[src/rtl/regfile_seq_pkg.sv]
// Shared types for the register-file control sequencer: opcodes, states,
// ALU/bus selectors, instruction field positions and the control word.
package regfile_seq_pkg;

  localparam int unsigned DATA_W = 10;
  localparam int unsigned ADDR_W = 2;
  localparam int unsigned OP_MSB = 9;
  localparam int unsigned OP_LSB = 6;
  localparam int unsigned RX_MSB = 5;
  localparam int unsigned RX_LSB = 4;
  localparam int unsigned RY_MSB = 3;
  localparam int unsigned RY_LSB = 2;

  typedef enum logic [3:0] {
    OP_LOAD = 4'd0,
    OP_MOV  = 4'd1,
    OP_ADD  = 4'd2,
    OP_SUB  = 4'd3,
    OP_AND  = 4'd4,
    OP_OR   = 4'd5,
    OP_XOR  = 4'd6,
    OP_NOT  = 4'd7
  } opcode_t;

  typedef enum logic [2:0] {
    S_IDLE,
    S_WAITIMM,
    S_T1,
    S_T2,
    S_T3,
    S_FIN
  } state_t;

  typedef enum logic [2:0] {
    FN_ADD = 3'b000,
    FN_SUB = 3'b001,
    FN_AND = 3'b010,
    FN_OR  = 3'b011,
    FN_XOR = 3'b100,
    FN_NOT = 3'b101
  } alu_fn_t;

  typedef enum logic [1:0] {
    BUS_ZERO = 2'b00,
    BUS_DIN  = 2'b01,
    BUS_Q0   = 2'b10,
    BUS_G    = 2'b11
  } bus_sel_t;

  typedef struct packed {
    logic              enw;
    logic [ADDR_W-1:0] wra;
    logic              enr0;
    logic [ADDR_W-1:0] rda0;
    logic              enr1;
    logic [ADDR_W-1:0] rda1;
    logic              lda;
    logic              ldg;
    alu_fn_t           alu_fn;
    bus_sel_t          bus_sel;
    logic              busy;
    logic              done;
  } ctrl_t;

  function automatic alu_fn_t alu_fn_of(input logic [3:0] op);
    case (op)
      OP_SUB:  return FN_SUB;
      OP_AND:  return FN_AND;
      OP_OR:   return FN_OR;
      OP_XOR:  return FN_XOR;
      OP_NOT:  return FN_NOT;
      default: return FN_ADD;
    endcase
  endfunction

endpackage

[src/rtl/regfile_sequencer_seq_decode.sv]
// Combinational decode: (state, IR, strobe) -> next state, next IR and the
// control word that will be registered for the next state.
module seq_decode
  import regfile_seq_pkg::*;
(
  input  state_t            state,
  input  logic [DATA_W-1:0] ir,
  input  logic [DATA_W-1:0] din,
  input  logic              pext,
  output state_t            state_nxt,
  output logic [DATA_W-1:0] ir_nxt,
  output ctrl_t             ctrl_nxt
);

  logic [3:0]        op;
  logic [ADDR_W-1:0] rx;
  logic [ADDR_W-1:0] ry;

  always_comb begin
    state_nxt = state;
    ir_nxt    = ir;
    case (state)
      S_IDLE: begin
        if (pext) begin
          ir_nxt = din;
          if (din[OP_MSB:OP_LSB] == OP_LOAD) state_nxt = S_WAITIMM;
          else if (din[OP_MSB])              state_nxt = S_FIN;
          else                               state_nxt = S_T1;
        end
      end
      S_WAITIMM: if (pext) state_nxt = S_T1;
      S_T1: begin
        case (ir[OP_MSB:OP_LSB])
          OP_LOAD, OP_MOV: state_nxt = S_FIN;
          OP_NOT:          state_nxt = S_T3;
          OP_ADD, OP_SUB, OP_AND, OP_OR, OP_XOR: state_nxt = S_T2;
          default:         state_nxt = S_FIN;
        endcase
      end
      S_T2:    state_nxt = S_T3;
      S_T3:    state_nxt = S_FIN;
      S_FIN:   state_nxt = S_IDLE;
      default: state_nxt = S_IDLE;
    endcase
  end

  // Decoded from the IR value that will be held in the next state, so the
  // first control word of an instruction is ready on the sampling edge.
  assign op = ir_nxt[OP_MSB:OP_LSB];
  assign rx = ir_nxt[RX_MSB:RX_LSB];
  assign ry = ir_nxt[RY_MSB:RY_LSB];

  always_comb begin
    ctrl_nxt      = '0;
    ctrl_nxt.busy = (state_nxt != S_IDLE);
    case (state_nxt)
      S_T1: begin
        case (op)
          OP_LOAD: begin
            ctrl_nxt.bus_sel = BUS_DIN;
            ctrl_nxt.enw     = 1'b1;
            ctrl_nxt.wra     = rx;
          end
          OP_MOV: begin
            ctrl_nxt.enr0    = 1'b1;
            ctrl_nxt.rda0    = ry;
            ctrl_nxt.bus_sel = BUS_Q0;
            ctrl_nxt.enw     = 1'b1;
            ctrl_nxt.wra     = rx;
          end
          OP_NOT: begin
            ctrl_nxt.enr1   = 1'b1;
            ctrl_nxt.rda1   = ry;
            ctrl_nxt.alu_fn = FN_NOT;
            ctrl_nxt.ldg    = 1'b1;
          end
          default: begin
            ctrl_nxt.enr0 = 1'b1;
            ctrl_nxt.rda0 = rx;
            ctrl_nxt.lda  = 1'b1;
          end
        endcase
      end
      S_T2: begin
        ctrl_nxt.enr1   = 1'b1;
        ctrl_nxt.rda1   = ry;
        ctrl_nxt.alu_fn = alu_fn_of(op);
        ctrl_nxt.ldg    = 1'b1;
      end
      S_T3: begin
        ctrl_nxt.bus_sel = BUS_G;
        ctrl_nxt.enw     = 1'b1;
        ctrl_nxt.wra     = rx;
      end
      S_FIN:   ctrl_nxt.done = 1'b1;
      default: ;
    endcase
  end

endmodule

[src/rtl/regfile_sequencer.sv]
// Multi-cycle control sequencer for the 4x10-bit register file, ALU and bus
// mux. Holds state, IR and the registered control word.
module regfile_sequencer
  import regfile_seq_pkg::*;
(
  input  logic        CLKb,
  input  logic        RSTb,
  input  logic [9:0]  Din,
  input  logic        PEXT,
  output logic [9:0]  IR,
  output logic        ENW,
  output logic [1:0]  WRA,
  output logic        ENR0,
  output logic        ENR1,
  output logic [1:0]  RDA0,
  output logic [1:0]  RDA1,
  output logic        LDA,
  output logic        LDG,
  output logic [2:0]  ALU_FN,
  output logic [1:0]  BUS_SEL,
  output logic        BUSY,
  output logic        DONE
);

  state_t            state;
  state_t            state_nxt;
  logic [DATA_W-1:0] ir_nxt;
  ctrl_t             ctrl;
  ctrl_t             ctrl_nxt;

  seq_decode u_decode (
    .state     (state),
    .ir        (IR),
    .din       (Din),
    .pext      (PEXT),
    .state_nxt (state_nxt),
    .ir_nxt    (ir_nxt),
    .ctrl_nxt  (ctrl_nxt)
  );

  // Clearing ctrl asynchronously drops ENW before a pending falling-edge write.
  always_ff @(posedge CLKb or negedge RSTb) begin
    if (!RSTb) begin
      state <= S_IDLE;
      IR    <= '0;
      ctrl  <= '0;
    end else begin
      state <= state_nxt;
      IR    <= ir_nxt;
      ctrl  <= ctrl_nxt;
    end
  end

  assign ENW     = ctrl.enw;
  assign WRA     = ctrl.wra;
  assign ENR0    = ctrl.enr0;
  assign RDA0    = ctrl.rda0;
  assign ENR1    = ctrl.enr1;
  assign RDA1    = ctrl.rda1;
  assign LDA     = ctrl.lda;
  assign LDG     = ctrl.ldg;
  assign ALU_FN  = ctrl.alu_fn;
  assign BUS_SEL = ctrl.bus_sel;
  assign BUSY    = ctrl.busy;
  assign DONE    = ctrl.done;

endmodule

[config.mk]
export PLATFORM = sky130hd
export DESIGN_NAME = regfile_sequencer
export DESIGN_NICKNAME = d
export VERILOG_FILES = /design/src/rtl/regfile_seq_pkg.sv /design/src/rtl/regfile_sequencer_seq_decode.sv /design/src/rtl/regfile_sequencer.sv
export SDC_FILE = /design/constraint.sdc
export NUM_CORES = 1
export LEC_CHECK = 0
export ABC_AREA = 1
export CAP_MARGIN = 20
export CORE_ASPECT_RATIO = 1.2
export CORE_MARGIN = 8
export CORE_UTILIZATION = 47
export CTS_CLUSTER_SIZE = 40
export DETAILED_ROUTE_END_ITERATION = 7
export PLACE_DENSITY = 0.78
export SYNTH_ARGS = -nofsm -noshare
export SYNTH_HDL_FRONTEND = slang
export SYNTH_SLANG_ARGS = --single-unit
[constraint.sdc]
create_clock -name CLKb -period 1.7 [get_ports CLKb]
set_input_delay 0.34 -clock CLKb [delete_from_list [all_inputs] [get_ports CLKb]]
set_output_delay 0.34 -clock CLKb [all_outputs]
set_load 0.05 [all_outputs]
Yosys cells after proc, flatten, opt, wreduce, memory -nomap -nowiden --
Memory sizes are Yosys's and may differ from the RTL's. Cells that the tools add are included.
Cells by class: equal/unequal tests 14, reduce and logical (&&, ||, !) cells 8, multiplexer cells 22
Operator list (count):
- $pmux W3 S5 | 2
- $mux W3 | 8
- $mux W10 | 2
- $pmux W3 S2 | 3
- $eq A4 B3 Y1 const B | 4
- $eq A3 B2 Y1 const B | 4
- $eq A3 B3 Y1 const B | 3
- $logic_not A4 Y1 | 2
- $pmux W2 S2 | 2
- $pmux W4 S2 | 1
- $eq A4 B1 Y1 const B | 1
- $eq A4 B2 Y1 const B | 1
- $mux W4 | 1
- $reduce_or A2 Y1 | 2
- $eq A3 B1 Y1 const B | 1
- $logic_not A3 Y1 | 1
- $mux W1 | 3
- $reduce_bool A3 Y1 | 1
- $reduce_or A3 Y1 | 1
- $reduce_and A2 Y1 | 1
Word-level totals: memory bits (read-only) 24, logic and storage cells 60, bits of input ports 13, flip-flop bits (word level) 31, output and inout port bits 28, memories kept 1
Memories:
- (name not given) | depth 8, bits a word 3, read ports 1, clocked after Yosys merged registers in 0, write ports 0, line regfile_sequencer_seq_decode.sv:33 | case (ir[OP_MSB:OP_LSB])

Depth between registers and ports, before layout --
depth in word-level cells 6, depth in mapped cells 10, depth with buffers taken out 10

Hierarchy --
A second synthesis with hierarchy kept.
Second synthesis, totals: cell total of the unflattened synthesis 146, area, all modules 1420.1 um2
Modules (own cells, without submodules):
- regfile_sequencer | times used 1, cells each 31, seq. area each 775.7 um2, area an instance 775.7 um2
- seq_decode | times used 1, cells each 115, seq. area each 0.0 um2, area an instance 644.4 um2

Least setup slack after synthesis --
OpenSTA, ideal clock, no wires.
kind reg-to-reg, start register IR[7], end register ctrl (netlist bit RDA0[0]), data required time 1.635 ns, data arrival time 1.630 ns, slack 0.005 ns, cell stages (with the launch flop) 9, buffers on the path 0, setup time 0.065 ns, path through dfrtp_1 -> nand3_1 -> o21ai_0 -> nand2_1 -> nor2_4 -> nand2_4 -> nor2_1 -> nand2_1 -> nand2_1
RTL lines:
- from (decl) | line regfile_sequencer.sv:10 | output logic [9:0] IR,
- from (signal assigned) | line regfile_sequencer.sv:49 | IR <= ir_nxt;
- to (signal assigned) | line regfile_sequencer.sv:50 | ctrl <= ctrl_nxt;
- to (decl) | line regfile_sequencer.sv:28 | ctrl_t ctrl;

==> results.toml <==
[clock_tree]
hold_buffers = 0
clock_latency_ns = 0.33
cts_tree = "yes"
htreeDepth = 2
cts.sinks = 30
cts_buffers = 5
clk_path_buf_depth = 2
clock_tree.root_cell = "clkbuf_4"
clkTransAtPathRegs_ns = 0.09

[floorplan]
die_y_um = 78.1
die-area_um2 = 5290
io_pins = 41
start_util_pct = 49.4
rows = 22
core_um2 = 3060
die_w_um = 67.7

[route]
antenna_left = 0
routed_wl_mm = 3.70
drt_iter0_drc = 56
drc = 0
viasPerCell = 4.96
vias = 1358
wire_per_inst_um = 13.5
firstDrtPassIters = 4

[yosys]
postSynthAreaPerCell_um2 = 8.68
netlist_area_um2 = 1510
synth_warnings = 0
ys_ff_latch = 30
syn-instance-count = 174
syn-num-nets = 187
ys_types = 22
yosysSeqAreaShare_pct = 49.7

[timing]
finalHoldViolCount = 0
tightestPinTransition_ns = 0.365
period_needed_ns = 1.58
fmax_mhz = 632
setup_viol = 0
clock_skew_ns = 0.0112
finalCritPeriodShare_pct = 93.1
slew_viol_final = 0
timing.hold.ws_ns = 0.395
slew_headroom_pct = 75.7

[worst_setup_path]
crit_fanout = 8
r2r_slack_ns = 0.14
worstRegToRegCells = 11
r2r_start = "state[1]"
cp.required_ns = 1.97
crit_type = "in -> reg"
worstSetupEndpoint = "RDA0[0]"
end_kind = "flip-flop"
startpoint_type = "input pin"
r2r_end = "RDA0[1]"
cp.arrival_ns = 1.85
crit_start = "PEXT"

[cells_and_area]
final_nets = 250
diodes = 0
fill_cells = 255
drive_gt1_share_pct = 36.1
area_growth_pct = 39.1
instances_no_fill = 274

[placement]
routabilityCongestion = 0.887
hpwl_mm = 2.96
io_buffers = 40
dp_cells = 265

[run]
drv_cap = 0

[pwr]
power_per_cell_area_nw_per_um2 = 2130
vdd_drop_max_uv = 1680
p_leak_nw = 1.18
total_power_mw = 4.46

[grt]
grt_pass1_vias = 1409
grt_overflow_total = 0
grt.total_usage_pct = 15.0
grt_pass1_wl_mm = 6.19
antenna_found_initial = 0
grt_start_max_net_pins = 31

[worst_hold_path]
min_path_type = "in -> async"

[status]
status = "finished clean"
==> critical path, stage by stage <==
cell	delay, ns
clkdlybuf4s50_1	0.54
buf_4	0.16
nand3b_1	0.12
nand2_1	0.06
inv_1	0.07
nand2_1	0.08
nor2_4	0.17
nand2_4	0.10
nor2_1	0.11
nand2_1	0.06
nand2_1	0.05
==> synthesized netlist by cell type <==
cell      instances  area share, %
o21ai_1           3           0.99
nor2_2            1           0.41
nand2_2           7            2.9
inv_2             4           0.99
dfrtp_1          30             50
nor3_1            3           0.99
nand2_4           6            4.5
nand3_1           9            3.0
nand3b_1          1           0.50
nor2_1           11            2.7
o21ai_2           4            2.3
nand4_1           6            2.5
inv_1            15            3.7
o21ai_0           5            1.7
nand2_1          56             14
inv_6             1           0.58
or2_0             2           0.83
nand3_2           2            1.3
nor2_4            4            3.0
nand3_4           1            1.2
nor2_8            1            1.3
buf_4             2           0.99
==> state kept, by name, indices dropped and copies added (netlist names) <==
| name | flops |
|---|---|
| ENR1 | 1 |
| state | 3 |
| BUSY | 1 |
| ENR0 | 1 |
| RDA1 | 2 |
| ALU_FN | 3 |
| DONE | 1 |
| IR | 10 |
| BUS_SEL | 2 |
| LDA | 1 |
| RDA0 | 2 |
| WRA | 2 |
| ENW | 1 |
==> cell families (layout without fill, tap and decap cells) <==
kind of cell	count (synthesis)	in the layout	share of synthesized area (%)
AOI/OAI and AO/OA	12	12	4.97
buffers and inverters	22	86	6.30
DFF	30	30	49.7
and+or+nand+nor	110	110	39.0
==> where the power goes <==
group          total (mW)  switching, mW  internal, mW
clock network       0.549          0.244         0.304
logic                2.80           1.86         0.947
registers            1.11          0.160         0.952
total                4.46           2.26          2.20
==> layout by cell type (no fill, tap or decap) <==
| cell | instances |
|---|---|
| nand2_4 | 6 |
| nand3b_1 | 1 |
| inv_2 | 4 |
| nand3_4 | 1 |
| or2_0 | 2 |
| nor3_1 | 2 |
| nand2_2 | 7 |
| nor2_1 | 11 |
| nor2_4 | 4 |
| nand2_1 | 56 |
| inv_1 | 15 |
| clkinv_2 | 2 |
| bufinv_16 | 1 |
| o21ai_1 | 4 |
| o21ai_2 | 4 |
| nand3_1 | 9 |
| clkdlybuf4s50_1 | 12 |
| nor2_2 | 1 |
| dfrtp_1 | 30 |
| clkbuf_4 | 5 |
| buf_4 | 45 |
| nor2_8 | 1 |
| buf_12 | 1 |
| nand4_1 | 6 |
| nand3_2 | 2 |
| inv_6 | 1 |
| o21ai_0 | 4 |
| nor3_2 | 1 |
==> repair_timing <==
item | CTS | global route
endpoints found under the setup margin | 0 | 10
gates resized for setup | 0 | 2
setup buffers | 0 | 1
==> layout make-up <==
cell class / instances / area (um2) / share of cell area [%]
well taps: 36 / 45.0 / 2.14
inverters: 20 / 80.1 / 3.81
clock buffers: 5 / 37.5 / 1.79
clock inverters: 3 / 40.0 / 1.91
repair buffers: 58 / 478 / 22.8
multi-input cells: 122 / 669 / 31.9
flip-flops and latches: 30 / 751 / 35.7
==> routing by layer <==
layer  wire, um  GRT usage, %
met1       1400          15.8
met2       1940          25.5
met3        287          3.84
met4         72          9.22
met5          0             0
==> metrics by stage <==
step | setup WS, ns | area [um2] | utilization [%] | setup TNS, ns
6_report | 0.117 | 2100 | 68.8 | 0
3_5_place_dp | -0.202 | 2000 | 65.4 | -2.89
2_1_floorplan | 0.00509 | 1510 | - | 0
5_1_grt | -0.00211 | 2100 | 68.8 | -0.00211
3_3_place_gp | -0.166 | 2000 | 65.4 | -2.11
4_1_cts | 0.0811 | 2080 | 67.9 | 0
==> how the worst min path moves through the flow <==
stage	endpoint	slack, ns	cells after the start
global route	RDA0[1]	0.44	2
detailed placement	IR[0]	0.47	2
CTS	IR[9]	0.39	2
floorplan	ALU_FN[0]	0.04	0
finish	BUSY	0.39	2
global placement	IR[0]	0.46	2
Note: power is estimated with default switching activity, not from simulation.
